File: config.mk
export PLATFORM = sky130hd
export DESIGN_NAME = mem_arbiter_flat
export DESIGN_NICKNAME = d
export VERILOG_FILES = /design/src/rtl/mem_arbiter_if.sv /design/src/rtl/mem_arbiter.sv /design/src/flat_wrapper.sv
export SDC_FILE = /design/constraint.sdc
export NUM_CORES = 1
export LEC_CHECK = 0
export ABC_AREA = 0
export CORE_AREA = 2 2 217 219
export CTS_CLUSTER_DIAMETER = 30
export DETAILED_ROUTE_END_ITERATION = 8
export DIE_AREA = 0 0 219 221
export SLEW_MARGIN = 20
export SYNTH_ARGS = -nofsm -noshare
export SYNTH_HDL_FRONTEND = slang
export SYNTH_SLANG_ARGS = --single-unit
export TNS_END_PERCENT = 50
File: constraint.sdc
create_clock -name clk -period 9.11 [get_ports clk]
set_input_delay 2.733 -clock clk [delete_from_list [all_inputs] [get_ports clk]]
set_output_delay 2.733 -clock clk [all_outputs]
set_load 0.1 [all_outputs]
File: src/rtl/mem_arbiter_if.sv
// Request/response and RAM-side bundle of the IF/LS memory arbiter.
// The slave modport is the arbiter; the master modport is the requester/RAM side.
interface mem_arbiter_if;
  logic        if_req_valid;
  logic        if_req_ready;
  logic [63:0] if_req_addr;
  logic        if_resp_valid;
  logic        if_resp_ready;
  logic [31:0] if_resp_inst;
  logic        if_resp_err;

  logic        ls_req_valid;
  logic        ls_req_ready;
  logic [63:0] ls_req_addr;
  logic        ls_req_wen;
  logic [1:0]  ls_req_size;
  logic        ls_req_signed;
  logic [63:0] ls_req_wdata;
  logic        ls_resp_valid;
  logic        ls_resp_ready;
  logic [63:0] ls_resp_rdata;
  logic        ls_resp_err;

  logic        ram_en;
  logic [63:0] ram_idx;
  logic [63:0] ram_rdata;
  logic        ram_wen;
  logic [63:0] ram_wdata;
  logic [63:0] ram_wmask;

  modport slave (
    input  if_req_valid, if_req_addr, if_resp_ready,
    input  ls_req_valid, ls_req_addr, ls_req_wen, ls_req_size, ls_req_signed,
    input  ls_req_wdata, ls_resp_ready, ram_rdata,
    output if_req_ready, if_resp_valid, if_resp_inst, if_resp_err,
    output ls_req_ready, ls_resp_valid, ls_resp_rdata, ls_resp_err,
    output ram_en, ram_idx, ram_wen, ram_wdata, ram_wmask
  );

  modport master (
    output if_req_valid, if_req_addr, if_resp_ready,
    output ls_req_valid, ls_req_addr, ls_req_wen, ls_req_size, ls_req_signed,
    output ls_req_wdata, ls_resp_ready, ram_rdata,
    input  if_req_ready, if_resp_valid, if_resp_inst, if_resp_err,
    input  ls_req_ready, ls_resp_valid, ls_resp_rdata, ls_resp_err,
    input  ram_en, ram_idx, ram_wen, ram_wdata, ram_wmask
  );
endinterface

File: src/rtl/mem_arbiter.sv
// Arbitrates one single-port RAM between instruction fetch and load/store,
// one transaction in flight, with address checks, byte-lane stores and load extension.
module mem_arbiter #(
  parameter logic [63:0] BASE          = 64'h0000_0000_8000_0000,
  parameter logic [63:0] MEM_BYTES     = 64'h0000_0000_0800_0000,
  parameter int unsigned MAX_LS_STREAK = 4
) (
  input logic          clk,
  input logic          rst,
  mem_arbiter_if.slave bus
);

  localparam int SW = $clog2(MAX_LS_STREAK + 1);
  localparam logic [SW-1:0] STREAK_MAX = SW'(MAX_LS_STREAK);

  typedef enum logic [1:0] {IDLE, IF_RESP, LS_RESP} state_t;

  state_t        state;
  logic [SW-1:0] ls_streak;

  // Subtract-then-compare keeps the upper bound free of wrap-around.
  function automatic logic in_range(input logic [63:0] a);
    return (a >= BASE) && ((a - BASE) < MEM_BYTES);
  endfunction

  function automatic logic ls_misaligned(input logic [2:0] a, input logic [1:0] size);
    case (size)
      2'd0:    return 1'b0;
      2'd1:    return a[0];
      2'd2:    return |a[1:0];
      default: return |a[2:0];
    endcase
  endfunction

  function automatic logic [63:0] byte_mask(input logic [1:0] size, input logic [2:0] lane);
    logic [7:0]  lanes;
    logic [63:0] m;
    case (size)
      2'd0:    lanes = 8'h01;
      2'd1:    lanes = 8'h03;
      2'd2:    lanes = 8'h0F;
      default: lanes = 8'hFF;
    endcase
    lanes = lanes << lane;
    for (int i = 0; i < 8; i++) m[8*i +: 8] = {8{lanes[i]}};
    return m;
  endfunction

  function automatic logic [63:0] extend_load(input logic [63:0] raw, input logic [1:0] size,
                                              input logic sgn);
    logic signed [7:0]  b;
    logic signed [15:0] h;
    logic signed [31:0] w;
    logic signed [63:0] ext;
    b = raw[7:0];
    h = raw[15:0];
    w = raw[31:0];
    case (size)
      2'd0:    if (sgn) ext = b; else ext = $signed({56'b0, raw[7:0]});
      2'd1:    if (sgn) ext = h; else ext = $signed({48'b0, raw[15:0]});
      2'd2:    if (sgn) ext = w; else ext = $signed({32'b0, raw[31:0]});
      default: ext = $signed(raw);
    endcase
    return $unsigned(ext);
  endfunction

  logic        idle_p0, grant_if_p0, grant_ls_p0, grant_p0;
  logic        err_if_p0, err_ls_p0, err_p0, store_p0;
  logic [63:0] addr_p0, off_p0, load_p0;
  logic [2:0]  lane_p0;
  logic [31:0] inst_p0;

  // Stage p0: arbitration, checks and RAM access within the grant cycle.
  assign idle_p0     = (state == IDLE) && !rst;
  assign grant_ls_p0 = idle_p0 && bus.ls_req_valid &&
                       !(bus.if_req_valid && (ls_streak >= STREAK_MAX));
  assign grant_if_p0 = idle_p0 && bus.if_req_valid && !grant_ls_p0;
  assign grant_p0    = grant_if_p0 || grant_ls_p0;

  assign addr_p0   = grant_ls_p0 ? bus.ls_req_addr : bus.if_req_addr;
  assign off_p0    = addr_p0 - BASE;
  assign lane_p0   = addr_p0[2:0];
  assign err_if_p0 = !in_range(bus.if_req_addr) || (|bus.if_req_addr[1:0]);
  assign err_ls_p0 = !in_range(bus.ls_req_addr) ||
                     ls_misaligned(bus.ls_req_addr[2:0], bus.ls_req_size);
  assign err_p0    = grant_ls_p0 ? err_ls_p0 : err_if_p0;
  assign store_p0  = grant_ls_p0 && bus.ls_req_wen && !err_ls_p0;

  assign bus.if_req_ready = grant_if_p0;
  assign bus.ls_req_ready = grant_ls_p0;
  assign bus.ram_en       = grant_p0 && !err_p0;
  assign bus.ram_idx      = grant_p0 ? (off_p0 >> 3) : '0;
  assign bus.ram_wen      = store_p0;
  assign bus.ram_wdata    = store_p0 ? (bus.ls_req_wdata << {lane_p0, 3'b000}) : '0;
  assign bus.ram_wmask    = store_p0 ? byte_mask(bus.ls_req_size, lane_p0) : '0;

  assign load_p0 = extend_load(bus.ram_rdata >> {lane_p0, 3'b000}, bus.ls_req_size,
                               bus.ls_req_signed);
  assign inst_p0 = lane_p0[2] ? bus.ram_rdata[63:32] : bus.ram_rdata[31:0];

  // Stage p1: registered responses held until the requester takes them.
  always_ff @(posedge clk) begin
    if (rst) begin
      state             <= IDLE;
      ls_streak         <= '0;
      bus.if_resp_valid <= 1'b0;
      bus.if_resp_inst  <= '0;
      bus.if_resp_err   <= 1'b0;
      bus.ls_resp_valid <= 1'b0;
      bus.ls_resp_rdata <= '0;
      bus.ls_resp_err   <= 1'b0;
    end else begin
      case (state)
        IDLE: begin
          if (grant_ls_p0) begin
            state             <= LS_RESP;
            bus.ls_resp_valid <= 1'b1;
            bus.ls_resp_err   <= err_ls_p0;
            bus.ls_resp_rdata <= (err_ls_p0 || bus.ls_req_wen) ? '0 : load_p0;
            if (bus.if_req_valid)
              ls_streak <= (ls_streak >= STREAK_MAX) ? STREAK_MAX : ls_streak + 1'b1;
            else
              ls_streak <= '0;
          end else if (grant_if_p0) begin
            state             <= IF_RESP;
            bus.if_resp_valid <= 1'b1;
            bus.if_resp_err   <= err_if_p0;
            bus.if_resp_inst  <= err_if_p0 ? '0 : inst_p0;
            ls_streak         <= '0;
          end
        end
        IF_RESP: begin
          if (bus.if_resp_ready) begin
            state             <= IDLE;
            bus.if_resp_valid <= 1'b0;
          end
        end
        LS_RESP: begin
          if (bus.ls_resp_ready) begin
            state             <= IDLE;
            bus.ls_resp_valid <= 1'b0;
          end
        end
        default: state <= IDLE;
      endcase
    end
  end

endmodule

File: src/flat_wrapper.sv
// flat-port wrapper written by rule: the top's interface ports become plain ports
module mem_arbiter_flat 
#(
  parameter logic [63:0] BASE          = 64'h0000_0000_8000_0000,
  parameter logic [63:0] MEM_BYTES     = 64'h0000_0000_0800_0000,
  parameter int unsigned MAX_LS_STREAK = 4
)
  (clk, rst, bus_if_req_valid, bus_if_req_addr, bus_if_resp_ready, bus_ls_req_valid, bus_ls_req_addr, bus_ls_req_wen, bus_ls_req_size, bus_ls_req_signed, bus_ls_req_wdata, bus_ls_resp_ready, bus_ram_rdata, bus_if_req_ready, bus_if_resp_valid, bus_if_resp_inst, bus_if_resp_err, bus_ls_req_ready, bus_ls_resp_valid, bus_ls_resp_rdata, bus_ls_resp_err, bus_ram_en, bus_ram_idx, bus_ram_wen, bus_ram_wdata, bus_ram_wmask);
  mem_arbiter_if bus_i ();
  input logic clk;
  input logic rst;
  input wire logic [$bits(bus_i.if_req_valid)-1:0] bus_if_req_valid;
  input wire logic [$bits(bus_i.if_req_addr)-1:0] bus_if_req_addr;
  input wire logic [$bits(bus_i.if_resp_ready)-1:0] bus_if_resp_ready;
  input wire logic [$bits(bus_i.ls_req_valid)-1:0] bus_ls_req_valid;
  input wire logic [$bits(bus_i.ls_req_addr)-1:0] bus_ls_req_addr;
  input wire logic [$bits(bus_i.ls_req_wen)-1:0] bus_ls_req_wen;
  input wire logic [$bits(bus_i.ls_req_size)-1:0] bus_ls_req_size;
  input wire logic [$bits(bus_i.ls_req_signed)-1:0] bus_ls_req_signed;
  input wire logic [$bits(bus_i.ls_req_wdata)-1:0] bus_ls_req_wdata;
  input wire logic [$bits(bus_i.ls_resp_ready)-1:0] bus_ls_resp_ready;
  input wire logic [$bits(bus_i.ram_rdata)-1:0] bus_ram_rdata;
  output wire logic [$bits(bus_i.if_req_ready)-1:0] bus_if_req_ready;
  output wire logic [$bits(bus_i.if_resp_valid)-1:0] bus_if_resp_valid;
  output wire logic [$bits(bus_i.if_resp_inst)-1:0] bus_if_resp_inst;
  output wire logic [$bits(bus_i.if_resp_err)-1:0] bus_if_resp_err;
  output wire logic [$bits(bus_i.ls_req_ready)-1:0] bus_ls_req_ready;
  output wire logic [$bits(bus_i.ls_resp_valid)-1:0] bus_ls_resp_valid;
  output wire logic [$bits(bus_i.ls_resp_rdata)-1:0] bus_ls_resp_rdata;
  output wire logic [$bits(bus_i.ls_resp_err)-1:0] bus_ls_resp_err;
  output wire logic [$bits(bus_i.ram_en)-1:0] bus_ram_en;
  output wire logic [$bits(bus_i.ram_idx)-1:0] bus_ram_idx;
  output wire logic [$bits(bus_i.ram_wen)-1:0] bus_ram_wen;
  output wire logic [$bits(bus_i.ram_wdata)-1:0] bus_ram_wdata;
  output wire logic [$bits(bus_i.ram_wmask)-1:0] bus_ram_wmask;
  assign bus_i.if_req_valid = bus_if_req_valid;
  assign bus_i.if_req_addr = bus_if_req_addr;
  assign bus_i.if_resp_ready = bus_if_resp_ready;
  assign bus_i.ls_req_valid = bus_ls_req_valid;
  assign bus_i.ls_req_addr = bus_ls_req_addr;
  assign bus_i.ls_req_wen = bus_ls_req_wen;
  assign bus_i.ls_req_size = bus_ls_req_size;
  assign bus_i.ls_req_signed = bus_ls_req_signed;
  assign bus_i.ls_req_wdata = bus_ls_req_wdata;
  assign bus_i.ls_resp_ready = bus_ls_resp_ready;
  assign bus_i.ram_rdata = bus_ram_rdata;
  assign bus_if_req_ready = bus_i.if_req_ready;
  assign bus_if_resp_valid = bus_i.if_resp_valid;
  assign bus_if_resp_inst = bus_i.if_resp_inst;
  assign bus_if_resp_err = bus_i.if_resp_err;
  assign bus_ls_req_ready = bus_i.ls_req_ready;
  assign bus_ls_resp_valid = bus_i.ls_resp_valid;
  assign bus_ls_resp_rdata = bus_i.ls_resp_rdata;
  assign bus_ls_resp_err = bus_i.ls_resp_err;
  assign bus_ram_en = bus_i.ram_en;
  assign bus_ram_idx = bus_i.ram_idx;
  assign bus_ram_wen = bus_i.ram_wen;
  assign bus_ram_wdata = bus_i.ram_wdata;
  assign bus_ram_wmask = bus_i.ram_wmask;
  mem_arbiter #(.BASE(BASE), .MEM_BYTES(MEM_BYTES), .MAX_LS_STREAK(MAX_LS_STREAK)) u_core (.clk(clk), .rst(rst), .bus(bus_i));
endmodule
; Word-level counts from Yosys, hierarchy flattened
; Index checks and enable logic that the tools add are counted.
[totals]
register_bits = 105
input_bits = 266
output_inout_bits = 296
word_cells = 97
[classes]
n_addsub = 4
magnitude_cmp = 5
n_eq_ne = 10
shift = 3
n_mux = 30
bitwise_logic = 1
reduce_logical = 36
[ops]
columns = cell, n
row1 = 64-bit two-way mux, 7
row2 = 64-bit case mux with 3 select lines, 1
row3 = 64-bit by 32-bit subtractor with 64-bit output (second input constant), 3
row4 = 64-bit by 32-bit greater-or-equal comparator with 1-bit output (second input constant), 2
row5 = 64-bit by 28-bit less-than comparator with 1-bit output (second input constant), 2
row6 = 32-bit two-way mux, 2
row7 = 64-bit by 6-bit << shifter with 64-bit output, 1
row8 = 64-bit by 6-bit >> shifter with 64-bit output, 1
row9 = 61-bit two-way mux, 1
row10 = 8-bit case mux with 3 select lines, 1
row11 = 3-bit two-way mux, 4
row12 = 1-bit logical AND, 11
row13 = 3-bit AND reduction, 3
row14 = 2-bit two-way mux, 4
row15 = 8-bit by 3-bit << shifter with 8-bit output, 1
row16 = 1-bit logical NOT, 7
row17 = 1-bit two-way mux, 6
row18 = 2-bit != test (second input constant), 3
row19 = 2-bit case mux with 3 select lines, 1
row20 = 2-bit nonzero test, 3
row21 = 2-bit by 1-bit == test with 1-bit output (second input constant), 2
row22 = 2-bit == test (second input constant), 2
row23 = 2-bit logical NOT, 2
row24 = 1-bit logical OR, 4
row25 = other kinds (11), 15

; Depth between registers and ports, before layout
[logic_depth]
word_depth = 9
mapped_depth = 16
ltp_nobuf = 12

; Worst setup path before layout
; No wires, ideal clock.
[synth_timing]
path_type = input port to output port
from = input rst
to = output bus_ram_idx[32]
arrival_ns = 8.724
required_time_ns = 6.377
setup_slack_ns = -2.347
stages = 15
path_buffers = 4
path_cell_list = nor4b_2 -> nand2_1 -> clkinv_1 -> clkbuf_1 -> buf_1 -> buf_2 -> buf_1 -> nor2_1 -> a21oi_1 -> ha_1 -> inv_1 -> or3_1 -> xnor2_1 -> nor2_1 -> a211oi_1
[synth_via]
elab_chain_len = 8
word_cells_on_any_way = 11
classes_between = add/sub: 1 / mux: 2 / reduce/logical: 8
[synth_rtl]
columns = element, line_no
row1 = "start, declared", flat_wrapper.sv:11  ; input logic rst;
row2 = 1-bit logical NOT *, mem_arbiter.sv:74  ; assign idle_p0 = (state == IDLE) && !rst;
row3 = 1-bit logical AND *, mem_arbiter.sv:74
row4 = 1-bit logical AND * (2 in a row), mem_arbiter.sv:75  ; assign grant_ls_p0 = idle_p0 && bus.ls_req_valid &&
row5 = via bus_ls_req_ready, flat_wrapper.sv:27  ; output wire logic [$bits(bus_i.ls_req_ready)-1:0] bus_ls_req_ready;
row6 = "parallel branches: the longest is 3 deep, another holds 64-bit by 32-bit subtractor with 64-bit output", --
row7 = 61-bit two-way mux *, mem_arbiter.sv:92  ; assign bus.ram_idx = grant_p0 ? (off_p0 >> 3) : '0;
row8 = "end, declared", flat_wrapper.sv:32  ; output wire logic [$bits(bus_i.ram_idx)-1:0] bus_ram_idx;
; Mark *: on every way through the listed nets, which the timed path passes.

; Worst setup path after layout
[layout_timing]
from = input bus_ls_req_addr[38]
to = output bus_ram_wdata[49]
[layout_via]
elab_chain_len = 8
word_cells_on_any_way = 9
classes_between = add/sub: 1 / order compare: 2 / mux: 1 / reduce/logical: 5
[layout_rtl]
columns = element, line_no
row1 = "start, declared", flat_wrapper.sv:16  ; input wire logic [$bits(bus_i.ls_req_addr)-1:0] bus_ls_req_addr;
row2 = 64-bit by 32-bit subtractor with 64-bit output, mem_arbiter.sv:23  ; return (a >= BASE) && ((a - BASE) < MEM_BYTES);
row3 = 64-bit by 28-bit less-than comparator with 1-bit output, mem_arbiter.sv:23
row4 = 1-bit logical AND *, mem_arbiter.sv:23
row5 = 1-bit logical NOT *, mem_arbiter.sv:84  ; assign err_ls_p0 = !in_range(bus.ls_req_addr) ||
row6 = 1-bit logical OR *, mem_arbiter.sv:84
row7 = 1-bit logical NOT *, mem_arbiter.sv:87  ; assign store_p0 = grant_ls_p0 && bus.ls_req_wen && !err_ls_p0;
row8 = 1-bit logical AND *, mem_arbiter.sv:87
row9 = 64-bit two-way mux *, mem_arbiter.sv:94  ; assign bus.ram_wdata = store_p0 ? (bus.ls_req_wdata << {lane_p0, 3'b000}) : '0;
row10 = "end, declared", flat_wrapper.sv:34  ; output wire logic [$bits(bus_i.ram_wdata)-1:0] bus_ram_wdata;
; Every way passes the cells marked *; elsewhere a longest branch is shown, timed or not.

==> flow_results.org <==
** Placement
- Input and output buffers added on the ports amount to 558.
- Half-perimeter wire length after placement :: 57200 µm
- After detailed placement, the total cell area comes to 0.0193 mm².
- The congestion estimate from routability-driven global placement came to 1.05.
- Including well taps, the total number of placed cells is 2662.

** Timing
- The tightest hold path in the finished design has a slack of 0.453 ns.
- RSZ-0062 raised after global routing :: false
- Clock period minus final worst setup slack :: 8.99 ns
- Timing-limited maximum frequency :: 111 MHz
- The max-slew violation count was 0.
- For the pin with the worst max-slew slack, the measured transition is 1.14 ns.
- Across the routed clock network, the largest skew measured is 0.00568 ns.
- In this run the tightest slew margin relative to its limit is 23.5%.
- The number of hold violations in the final report was 0.
- Finish-stage setup viols :: 0
- Period Utilization, post-route :: 98.7%

** Yosys
- Mean instance size in the synthesized netlist :: 6.85 µm²
- Number of synthesized register bits :: 105
- Async set or reset register ratio after synthesis :: 0%
- Number of unique standard cell types used by synthesis :: 75
- Synthesized instance count :: 1542
- Mapped Area :: 0.0106 mm²
- The synthesized design contains 0 enable-type register cells.
- The most used flip-flop cell after synthesis is dfxtp_1.
- Part of the Yosys area used for sequential elements :: 19.9%
- Warnings from Yosys :: 0

** Layout
- Measured on the finished design, the core utilization comes to 42.9%.
- Layout Cell Area excl Fill :: 0.0197 mm²
- Number of nets in the layout :: 2339
- Post-synthesis to final-layout area growth :: 87.0%
- In the layout the commonest cells are clkdlybuf4s50_1, nand2_1, buf_12, a21oi_1, buf_4.
- Final Instance Count excl. Fillers :: 2687
- Leaving out fill and tap cells, the most frequent cell in the layout is clkdlybuf4s50_1.
- Cells with a size suffix above 1 make up 21.6% of the layout.

** Pwr
- Leakage :: 7.63 nW
- Reg power frac :: 24.8%
- The analysis attributes to net switching a power of 0.000835 W.
- Per report_power, the combinational group accounts for 54.3% of the total.
- The internal portion of the total power is 0.00104 W.
- Sw Share :: 44.6%
- Peak supply drop :: 0.0000787 V
- The share of total power dissipated in the clock network is 21.0%.
- P per Cell Area :: 94.8 mW/mm²

** Worst setup path
- For the worst flop-to-flop path, the logic depth is 10.
- Critical path fanouts, max :: 7
- Crit Path Class :: in2out
- The worst setup path is launched from an input port.
- Cell at the slowest stage of the critical path :: or4_4
- Critical path data arrival time :: 6.26 ns
- Cell mode on critical path :: buf_4
- Setup slack on the worst reg-to-reg path comes out at 5.04 ns.
- Data on the critical path is required at its endpoint by 6.38 ns.
- In this run the critical register-to-register path is launched from u_core.state[0].
- STA classifies the critical path endpoint as a primary output.
- Sequence of cells on the critical path :: clkdlybuf4s50_1 > or4_4 > nor4_4 > buf_4 > nand4_1 > mux2_2 > nand4_1 > or4_4 > buf_12 > buf_4 > a211oi_1 > buf_4 > buf_12
- In this design, the stage delay of the slowest critical-path cell is 0.61 ns.
- Capture instance of the worst register-to-register path :: u_core.bus.ls_resp_rdata[36]

** Die
- The core region is 0.0461 mm².
- Initial standard-cell utilization of the core :: 22.9%
- After floorplanning, the core was divided into 79 placement rows.
- Area of the die :: 0.0484 mm²
- I/O pins :: 562
- Horiz. Die Dim :: 219 µm
- Die Ht :: 221 µm

** Status
- The run finished with clean final reports.

** Clocking
- Depth of the CTS H-tree :: 3
- No sink is reached through more buffers than the 2 on the longest clock path.
- Post-CTS clock slew at the launch and capture registers of the worst setup and hold paths :: 0.07 ns
- The tree built by TritonCTS fans out to 105 sinks.
- Clock tree synthesis selected as its root buffer the cell clkbuf_16.
- Buffers inserted during clock tree synthesis total 9.
- Later-pin clock latency in the skew report :: 0.37 ns
- Number of hold-repair buffers added at the cts stage :: 0
- TritonCTS built the clock tree.

** Route
- Dividing the detail-routed via count by the number of cells gives 5.32.
- Iteration-0 DRC count of the detailed router :: 1226
- Post-route ant nets :: 0
- Total Wirelength :: 68400 µm
- The detailed router used layers up to and including met5.
- In the detailed route, the total length drawn on met2 is 34200 µm.
- In the routed design, unresolved DRC markers number 0.
- The routed layout has 14300 vias.
- Routed wire length per instance :: 25.5 µm
- Summed over all nets, wire length on met3 after detailed routing comes to 5630 µm.
- Metal-1 WL :: 24800 µm
- For this run, the detailed router's first-pass iteration total came to 5.

** Worst hold path
- Hold Path End :: u_core.bus.ls_resp_rdata[63]
- Hold/Removal Path Class :: reg2reg
- Cells on Worst Hold Path :: 2
- The worst hold path begins at u_core.bus.ls_resp_rdata[63].

** GRT
- GRT Overall Usage :: 27.2%
- Pin count of the biggest net entering global routing :: 62
- The number of antenna violations at the first check in global routing was 14.
- The first global-routing pass estimated 97100 µm of wire.
- The number of global-route vias before repair is 14200.
- For this run the aggregate overflow at the end of global routing stands at 0.

** Flow run
- Max-cap viol count :: 0
-- flip-flops by register name (all words and copies together), names as in the netlist --
name                      count
u_core.bus.ls_resp_rdata     64
u_core.bus.ls_resp_err        1
u_core.bus.if_resp_inst      32
u_core.bus.ls_resp_valid      1
u_core.ls_streak              3
u_core.bus.if_resp_valid      1
u_core.state                  2
u_core.bus.if_resp_err        1
-- layout make-up --
type,instances,area [µm²]
clock buffers,10,229
flip-flops and latches,105,2100
fillers,4705,26300
diodes,7,17.5
inverters,16,60.1
well taps,607,759
clock inverters,6,63.8
multi-input cells,1245,7780
repair buffers,691,8720
-- metal layers --
layer  up-vias  track usage [%]
li1       6541                -
met1      6857             29.5
met2       716             48.7
met3       169             6.49
met4        18             14.0
met5         -                0
-- synthesized netlist by cell type, types with 4 or more instances --
library cell / n / area share [%]
a211o_1: 4 / 0.33
a211oi_1: 19 / 1.4
a21oi_1: 139 / 6.6
a221oi_1: 9 / 0.75
a22o_1: 40 / 3.3
a22oi_1: 4 / 0.28
a31oi_1: 17 / 1.0
and2_0: 7 / 0.41
and2_1: 22 / 1.3
and3_1: 4 / 0.24
buf_1: 15 / 0.53
buf_2: 21 / 1.0
buf_4: 59 / 4.2
clkbuf_1: 81 / 2.9
dfxtp_1: 105 / 20
ha_1: 5 / 0.59
inv_1: 14 / 0.50
mux2_2: 17 / 1.8
mux2i_1: 80 / 7.6
mux4_2: 14 / 3.0
nand2_1: 296 / 11
nand2b_1: 14 / 0.83
nand3_1: 102 / 4.8
nand3b_1: 4 / 0.28
nand4_1: 10 / 0.59
nor2_1: 116 / 4.1
nor3_1: 27 / 1.3
nor4_1: 13 / 0.77
o211a_1: 8 / 0.76
o211ai_1: 5 / 0.36
o21ai_0: 103 / 4.9
o21ai_1: 12 / 0.57
o21ba_2: 8 / 0.76
o22ai_1: 14 / 0.83
o311ai_0: 7 / 0.58
o31ai_1: 5 / 0.36
or2_2: 4 / 0.24
or3_1: 9 / 0.53
or3b_2: 4 / 0.33
or4_1: 11 / 0.78
xnor2_1: 26 / 2.2
xor2_1: 14 / 1.2
-- worst max-delay path by stage --
stage                         from  slack (ns)                 to  cells past startpoint
6_report       bus_ls_req_addr[38]        0.12  bus_ram_wdata[49]                     13
5_1_grt        bus_ls_req_addr[38]       0.001  bus_ram_wdata[63]                     11
4_1_cts        bus_ls_req_addr[36]        0.06  bus_ram_wdata[51]                     12
3_5_place_dp   bus_ls_req_addr[41]       -0.06  bus_ram_wdata[51]                     12
3_3_place_gp   bus_ls_req_addr[41]      -0.007  bus_ram_wdata[51]                     12
2_1_floorplan  bus_ls_req_addr[35]       -0.82  bus_ram_wdata[48]                      9
-- power groups by stage --
stage / combinational [W] / clock [W] / sequential, W
after floorplan: 0.000530 / 0 / 0.000489
after global placement: 0.00100 / 0 / 0.000474
after global routing: 0.00106 / 0.000420 / 0.000464
after detailed placement: 0.00100 / 0 / 0.000475
after CTS: 0.00101 / 0.000403 / 0.000464
final: 0.00102 / 0.000392 / 0.000464
-- stage by stage --
step           setup slack (ns)  power [W]  TNS, ns
2_1_floorplan            -0.825    0.00102   -24.69
3_3_place_gp           -0.00729    0.00148  -0.0123
3_5_place_dp            -0.0554    0.00148   -0.673
4_1_cts                  0.0634    0.00187        0
5_1_grt                 0.00129    0.00194        0
6_report                  0.120    0.00187        0
-- what timing repair did --
item / CTS / global route
resized for setup: 2 / 17
hold endpoints to repair: 0 / 0
pin swaps: 2 / 8
buffers inserted: 0 / 3
setup endpoints to repair: 36 / 83
-- kinds of logic (layout without fill, tap and decap cells) --
logic type	count (synthesis)	in the layout	share of synthesized area, %
multiplexers	111	111	12.4
XOR/XNOR	40	40	3.32
flip-flops	105	105	19.9
AO/OA/AOI/OAI	418	418	24.8
adder cells (fa/ha/maj)	5	5	0.593
buffers and inverters	194	723	9.39
AND/OR/NAND/NOR	668	668	29.5
other	1	10	0.0355
-- worst max-delay path: cells and delay by family --
kind	cells	cell delay (ns)
muxes	1	0.28
buffers and inverters	6	1.27
AOI/OAI and AO/OA	1	0.18
and+or+nand+nor	5	1.77
(Power assumes the default switching activity.)
